$ cat config.mk
export PLATFORM = sky130hd
export DESIGN_NAME = latch_bank_dbuf
export DESIGN_NICKNAME = d
export VERILOG_FILES = /design/src/rtl/latch_bank_dbuf.sv
export SDC_FILE = /design/constraint.sdc
export NUM_CORES = 1
export LEC_CHECK = 0
export CAP_MARGIN = 20
export CORE_UTILIZATION = 43
export CTS_CLUSTER_SIZE = 12
export DETAILED_ROUTE_END_ITERATION = 12
export PLACE_DENSITY = 0.76
export SETUP_SLACK_MARGIN = 0.05
export SYNTH_ARGS = -nofsm -noshare
export SYNTH_HDL_FRONTEND = slang
export SYNTH_SLANG_ARGS = --single-unit
$ cat constraint.sdc
create_clock -name clk -period 1.1 [get_ports clk]
set_input_delay 0.11 -clock clk [delete_from_list [all_inputs] [get_ports clk]]
set_output_delay 0.11 -clock clk [all_outputs]
set_load 0.1 [all_outputs]
$ cat src/rtl/latch_bank_dbuf.sv
// latch_bank_dbuf: CHANNELS x WIDTH data latch bank with a shadow bank,
// a bank-wide commit strobe and a per-write transparent mode.
// Optional feature macro: LATCH_BANK_PARITY_EN adds q_par (even parity per
// channel, registered alongside q).
module latch_bank_dbuf #(
  parameter int unsigned WIDTH    = 8,
  parameter int unsigned CHANNELS = 4,
  parameter int unsigned SEL_W    = 2,
  parameter int unsigned CNT_W    = 8
) (
  input  logic                         clk,
  input  logic                         rst_n,
  input  logic                         wr_en,
  input  logic [SEL_W-1:0]             wr_sel,
  input  logic [WIDTH-1:0]             wr_data,
  input  logic                         commit,
  input  logic                         transparent,
  output logic [CHANNELS*WIDTH-1:0]    q,
  output logic [CHANNELS*WIDTH-1:0]    qb,
  output logic [CHANNELS-1:0]          dirty,
  output logic [CNT_W-1:0]             commit_cnt,
  output logic                         wr_err
`ifdef LATCH_BANK_PARITY_EN
  ,
  output logic [CHANNELS-1:0]          q_par
`endif
);

  localparam logic [SEL_W:0] CH_LIM = (SEL_W+1)'(CHANNELS);

  logic [CHANNELS-1:0][WIDTH-1:0] shadow_r, shadow_nxt;
  logic [CHANNELS-1:0][WIDTH-1:0] q_r, q_nxt;
  logic [CHANNELS-1:0]            dirty_r, dirty_nxt;
  logic [CNT_W-1:0]               cnt_r;
  logic                           err_r;
  logic                           sel_ok;
  logic [CHANNELS-1:0]            wr_hit;

  assign sel_ok = ({1'b0, wr_sel} < CH_LIM);

  // One-hot decode of a valid write target; out-of-range selects hit nothing.
  always_comb begin
    wr_hit = '0;
    for (int unsigned k = 0; k < CHANNELS; k++) begin
      if (wr_en && sel_ok && (wr_sel == SEL_W'(k)))
        wr_hit[k] = 1'b1;
    end
  end

  // Next-state for shadow, output bank and dirty flags.
  // A commit copies the post-write shadow, so a same-edge write bypasses into q.
  always_comb begin
    shadow_nxt = shadow_r;
    q_nxt      = q_r;
    dirty_nxt  = dirty_r;
    for (int unsigned k = 0; k < CHANNELS; k++) begin
      if (wr_hit[k])
        shadow_nxt[k] = wr_data;
      if (commit) begin
        q_nxt[k]     = shadow_nxt[k];
        dirty_nxt[k] = 1'b0;
      end else if (wr_hit[k]) begin
        if (transparent) begin
          q_nxt[k]     = wr_data;
          dirty_nxt[k] = 1'b0;
        end else begin
          dirty_nxt[k] = 1'b1;
        end
      end
    end
  end

  // State registers; reset dominates any same-cycle write or commit.
  always_ff @(posedge clk) begin
    if (!rst_n) begin
      shadow_r <= '0;
      q_r      <= '0;
      dirty_r  <= '0;
      cnt_r    <= '0;
      err_r    <= 1'b0;
    end else begin
      shadow_r <= shadow_nxt;
      q_r      <= q_nxt;
      dirty_r  <= dirty_nxt;
      if (commit)
        cnt_r <= cnt_r + 1'b1;
      err_r <= wr_en && !sel_ok;
    end
  end

`ifdef LATCH_BANK_PARITY_EN
  logic [CHANNELS-1:0] par_r, par_nxt;

  // Parity computed from the next output bank so it updates with q.
  always_comb begin
    par_nxt = '0;
    for (int unsigned k = 0; k < CHANNELS; k++)
      par_nxt[k] = ^q_nxt[k];
  end

  // Parity register, same reset and timing as q.
  always_ff @(posedge clk) begin
    if (!rst_n)
      par_r <= '0;
    else
      par_r <= par_nxt;
  end

  assign q_par = par_r;
`endif

  assign q          = q_r;
  assign qb         = ~q_r;
  assign dirty      = dirty_r;
  assign commit_cnt = cnt_r;
  assign wr_err     = err_r;

endmodule
==> results.yml, run 1 <==
sta:
  fmax_mhz: 812.1
  finalCritPeriodShare: 1.119
  fin_skew_ns: 0.006936
  hold_slack_ns: 0.2510
  setup_violations: 44
  finalWorstSetupSlack_ns: -0.1313
  finalHoldViolCount: 0
  fin_crit_ns: 1.231
  grt_setup_unrepaired: "true"
  slew_viol_final: 0
cts:
  cts_sinks: 76
  clk_pin_slew_ns: 0.08
  cts_buffer_depth: 2
  htreeDepth: 3
  cts_inserted_buffers: 9
  clk_latency_ns: 0.36
  cts_tree: "built"
  root_buffer: "clkbuf_8"
hold_path:
  min-delay-start: "commit"
  hp-class: "in2reg"
  hold_end: "q[24]$_SDFFE_PN0P_"
  hold_depth: 4
layout:
  final_cell_mix: "84 x buf_12, 80 x buf_4, 74 x nand2_1"
  nets: 624
  area_delta_synth_final_pct: 101.9
  stdcell_area_mm2: 0.006675
  layout-drive-gt1-share: 0.5359
  fillerInstances: 242
  antennaDiodeCount: 0
  utilization: 0.9106
  final_common_cell: "buf_12"
critical_path:
  rr_startpoint: "commit_cnt[1]$_SDFFE_PN0P_"
  slowest_stage: "or3_1"
  critical_path_buf_inv_count: 0
  regToRegSetupSlack_ns: -0.13
  r2r-end: "commit_cnt[6]$_SDFFE_PN0P_"
  crit_path_start_kind: "register"
  cpPeakStageDelay_ns: 0.42
  crit_chain: "ha_4 > nand4_1 > or3_1 > a21oi_2"
  critPathMaxFanout: 2
  cp_top_family: "simple AND/OR/NAND/NOR gates"
  required_ns: 1.39
  worst_ep_arrival_time_ns: 1.52
  crit_type: "reg2reg"
  rr_worst_depth: 4
  end_kind: "register"
floorplan:
  die_h_um: 89.70
  die_w_um: 89.70
  ios: 92
  initial_core_util: 0.4511
  die-area_mm2: 0.008045
  core_mm2: 0.007331
  rows: 31
detailed_routing:
  post-route-drc-count: 0
  drt_iter0_drc: 625
  vias: 4351
  vias_per_cell: 6.120
  final_antenna_net_count: 0
  firstDrtPassIters: 6
  post_drt_wl_per_cell_um: 22.08
  wl_mm: 15.70
global_route:
  antenna_found_initial: 0
  grt_max_degree: 33
  grt_usage: 0.3375
  grt_pass1_wl_mm: 19.87
  grt_pass1_vias: 3917
  grt-ovfl-total: 0
yosys:
  ys_types: 36
  synth_area_mm2: 0.003307
  seq_area_frac_synth: 0.4601
  syn-instance-count: 426
  yosysWarningCount: 0
  ys_ff_latch: 76
  synth.net_count: 442
  avgSynthCellArea_um2: 7.763
place:
  dp_hpwl_mm: 7.918
  gp_congestion: 0.8375
  io_buffers: 90
  dp_slack_ns: -0.6875
  dpl_cell_area_mm2: 0.005959
status:
  violations: "negative setup slack"
  status: "complete, but fails checks"
power:
  peakVddDrop_uv: 754.5
  power_density_mw_per_mm2: 1061
  p_leak_nw: 2.672
job:
  drv_cap: 0
[final cells by class]
class                      count  area, µm²  area share
clock buffer                  11      151.4     0.02268
clock inverter                 4      47.55    0.007123
inverter                      33      244.0     0.03655
multi-input combinational    283       1735      0.2600
sequential                    76       1674      0.2508
tap                           99      123.9     0.01856
timing repair buffer         205       2699      0.4043
[synth_stat cells (all sizes together)]
master,count,share of area
nor3b,1,0.0038
dfxtp,76,0.46
nor3,27,0.041
nand4,2,0.0038
xnor2,1,0.0026
clkbuf,20,0.023
nand3,11,0.017
buf,16,0.026
or2,1,0.0019
o21ai,10,0.015
nand2,75,0.085
xor2,3,0.0079
nand2b,8,0.015
mux2i,1,0.0030
o31ai,1,0.0023
a21oi,35,0.053
and3b,2,0.0053
a41oi,1,0.0026
o31a,24,0.064
or3,2,0.0038
or3b,1,0.0026
conb,1,0.0011
and4bb,1,0.0038
a211oi,1,0.0023
or4,1,0.0023
inv,33,0.037
a31oi,8,0.015
ha,1,0.0038
nor2,33,0.037
nand3b,2,0.0045
and4b,2,0.0061
and3,25,0.047
[logic make-up after synthesis]
kind of cell               Yosys count  synth area share
buffers and inverters               69           0.08702
xor gates and xnor gates             4           0.01060
other                                1          0.001134
and+or+nand+nor                    194            0.2804
DFF                                 76            0.4601
muxes                                1          0.003027
adders and majority gates            1          0.003783
AOI/OAI and AO/OA                   80            0.1540
[stage by stage]
| stage | power, W | setup TNS (ns) | cells |
|---|---|---|---|
| 6_report | 0.007085 | -1.718 | 711 |
| 5_1_grt | 0.007255 | -2.958 | 711 |
| 4_1_cts | 0.006908 | -1.137 | 699 |
| 3_5_place_dp | 0.004689 | -32.70 | 647 |
| 3_3_place_gp | 0.004652 | -29.86 | 647 |
| 2_1_floorplan | 0.003922 | -10.73 | 426 |
[what timing repair did]
| action | 4_1_cts | 5_1_grt |
|---|---|---|
| resized for setup | 34 | 27 |
| gates cloned | 4 | 1 |
| pin swaps | 4 | 26 |
| setup endpoints to repair | 109 | 79 |
| setup buffers | 33 | 20 |
| hold buffers | 0 | 0 |
[how the worst max path moves through the flow]
stage | depth (start not counted) | slack (ns) | to | start
2_1_floorplan | 3 | -0.36 | q[10]$_SDFFE_PN0P_ | q[10]$_SDFFE_PN0P_
5_1_grt | 4 | -0.19 | q[15]$_SDFFE_PN0P_ | q[15]$_SDFFE_PN0P_
4_1_cts | 4 | -0.07 | commit_cnt[6]$_SDFFE_PN0P_ | commit_cnt[0]$_SDFFE_PN0P_
3_5_place_dp | 4 | -0.69 | q[2]$_SDFFE_PN0P_ | wr_sel[1]
3_3_place_gp | 4 | -0.63 | q[7]$_SDFFE_PN0P_ | wr_en
6_report | 4 | -0.13 | commit_cnt[6]$_SDFFE_PN0P_ | commit_cnt[1]$_SDFFE_PN0P_
[worst register-to-register path, delay by kind of cell, from the launching register on]
family / cells / cell delay, ns
AO/OA/AOI/OAI: 1 / 0.12
adder cells (fa/ha/maj): 1 / 0.14
flip-flops: 1 / 0.38
AND/OR/NAND/NOR: 2 / 0.55
[flip-flops by register name (all words and copies together) (netlist names)]
name,flops
commit_cnt,8
dirty,4
q,32
shadow_r,32
[routing by layer]
layer / part of all wire / up-vias / global-route usage
li1: - / 1799 / -
met1: 0.34 / 2032 / 0.3699
met2: 0.48 / 387 / 0.6040
met3: 0.10 / 133 / 0.06033
met4: 0.079 / 0 / 0.2092
met5: 0 / - / 0
[power breakdown]
part | total (W) | internal, W | leakage (nW) | switching, W
Combinational | 0.00199 | 0.000767 | 1.92 | 0.00122
Clock | 0.00221 | 0.00116 | 0.103 | 0.00105
Sequential | 0.00289 | 0.00278 | 0.649 | 0.000109
Total | 0.00709 | 0.00470 | 2.67 | 0.00238
No activity file was read; power rests on OpenSTA's default activity.
==> run 2: changes to the inputs <==
- CORE_MARGIN: unset -> 5
==> results.yml, run 2 (synthesis results as in run 1) <==
status:
  status: "complete, but fails checks"
  violations: "negative setup slack"
global_route:
  grt.met1_usage: 0.3045
  grt_busiest_layer: "met2"
  grt-ovfl-total: 0
  grt_usage: 0.2884
  antenna_found_initial: 1
  use_met2: 0.5156
  grt_pass1_vias: 4149
  grtUsageMet3: 0.08399
  grt_max_degree: 49
  grt_pass1_wl_mm: 21.98
critical_path:
  crit_chain: "buf_4 > buf_6 > buf_12"
  slowest_stage: "dfxtp_4"
  critPathMaxFanout: 4
  critical_path_buf_inv_count: 3
  regToRegSetupSlack_ns: -0.12
  rr_startpoint: "commit_cnt[0]$_SDFFE_PN0P_"
  cpPeakStageDelay_ns: 0.37
  worst_ep_arrival_time_ns: 1.13
  critPathCapture: "commit_cnt[0]"
  worst-path-stages: 3
  required_ns: 0.99
  crit_path_start_kind: "register"
  crit_type: "reg2out"
  end_kind: "output port"
  cp_top_family: "buffers and inverters"
  critPathLaunch: "commit_cnt[0]$_SDFFE_PN0P_"
  rr_worst_depth: 4
  r2r-end: "commit_cnt[6]$_SDFFE_PN0P_"
place:
  dp_hpwl_mm: 8.643
  io_buffers: 90
  dpl_cell_area_mm2: 0.005918
  gp_congestion: 0.8993
cts:
  cts_hold_buf: 0
  cts_inserted_buffers: 9
  clk_latency_ns: 0.37
  cts_sinks: 76
  cts_tree: "built"
  root_buffer: "clkbuf_8"
  cts_buffer_depth: 2
  htreeDepth: 3
  clk_pin_slew_ns: 0.07
sta:
  finalWorstSetupSlack_ns: -0.1410
  slew_viol_final: 0
  grt_setup_unrepaired: "true"
  setup_violations: 46
  finalCritPeriodShare: 1.128
  fin_crit_ns: 1.241
  finalHoldViolCount: 0
  fmax_mhz: 805.8
  fin_skew_ns: 0.01167
layout:
  final_common_cell: "buf_4"
  nets: 623
  fillerInstances: 338
  layout-drive-gt1-share: 0.5359
  stdcell_area_mm2: 0.006614
  area_delta_synth_final_pct: 100.0
  final_cell_mix: "88 x buf_4, 81 x buf_12, 74 x nand2_1"
detailed_routing:
  vias_per_cell: 5.858
  post_drt_wl_per_cell_um: 21.66
  firstDrtPassIters: 8
  final_antenna_net_count: 0
  vias: 4194
  drt_iter0_drc: 562
  wl_mm: 15.51
  post-route-drc-count: 0
power:
  p_leak_nw: 2.638
  peakVddDrop_uv: 934.3
  finalPower_w: 0.006982
  power_density_mw_per_mm2: 1056
floorplan:
  die-area_mm2: 0.009544
  core_mm2: 0.007607
  die_h_um: 97.70
  ios: 92
  die_w_um: 97.70
  initial_core_util: 0.4347
  rows: 32
job:
  drv_cap: 0
hold_path:
  min-delay-start: "commit"
  hp-class: "in2reg"
==> run 2: changes by cell type in the layout (fill, tap and decap cells not counted), moves of 2 or more <==
| cell | before | now |
|---|---|---|
| buf_12 | 84 | 81 |
| o21ai_2 | 3 | 1 |
| nand3_2 | 1 | 3 |
| nor3_2 | 21 | 19 |
| o21ai_0 | 5 | 7 |
| diode_2 | 0 | 2 |
| nor3_4 | 3 | 5 |
| buf_4 | 80 | 88 |
| buf_6 | 26 | 20 |
==> run 2: tightest hold or removal path, delay by kind of cell <==
kind	cells	cell delay [ns]
buffers and inverters	2	0.33
AND/OR/NAND/NOR	1	0.07
AO/OA/AOI/OAI	1	0.08
==> run 2: final cells by class <==
cell class,count,area [µm²],share of cell area
diodes,2,5.005,0.0007567
clock buffers,11,141.4,0.02138
clock inverters,5,51.30,0.007756
inverters,33,244.0,0.03689
multi-input cells,283,1743,0.2635
flip-flops and latches,76,1674,0.2531
well taps,102,127.6,0.01930
repair buffers,204,2628,0.3973
==> run 2: worst min path at each step <==
| stage | to | cells past startpoint |
|---|---|---|
| floorplan | shadow_r[0]$_SDFF_PN0_ | 2 |
| global placement | shadow_r[9]$_SDFF_PN0_ | 2 |
| detailed placement | shadow_r[7]$_SDFF_PN0_ | 2 |
| CTS | q[25]$_SDFFE_PN0P_ | 4 |
| global route | dirty[3]$_SDFFE_PP0P_ | 3 |
| finish | q[25]$_SDFFE_PN0P_ | 4 |
==> run 2: layer usage <==
layer / share of wire / vias up / wire length, µm
met2: 0.50 / 315 / 7794
li1: - / 1796 / -
met5: 0 / - / 0
met3: 0.10 / 126 / 1613
met1: 0.32 / 1957 / 4937
met4: 0.075 / 0 / 1163
==> run 2: report_power, final <==
group	leakage (nW)	switching [W]	internal, W
Clock	0.0968	0.00106	0.00110
Sequential	0.649	0.000108	0.00278
Combinational	1.89	0.00121	0.000732
Total	2.64	0.00238	0.00460
==> run 2: per-stage QoR <==
step | util | setup slack (ns) | hold WS [ns] | std cells | TNS [ns]
after floorplan | - | -0.3557 | 0.2460 | 426 | -10.73
after global placement | 0.7780 | -0.6189 | 0.4401 | 649 | -30.62
after detailed placement | 0.7780 | -0.7102 | 0.4478 | 649 | -33.85
after CTS | 0.8479 | -0.1149 | 0.2656 | 703 | -1.342
after global routing | 0.8694 | -0.1859 | 0.2827 | 716 | -2.977
final | 0.8694 | -0.1410 | 0.2776 | 716 | -1.683
==> run 2: repair_timing <==
item,4_1_cts,5_1_grt
setup endpoints to repair,109,81
gates cloned,3,1
pin swaps,3,17
setup buffers,35,19
gates resized for setup,28,28
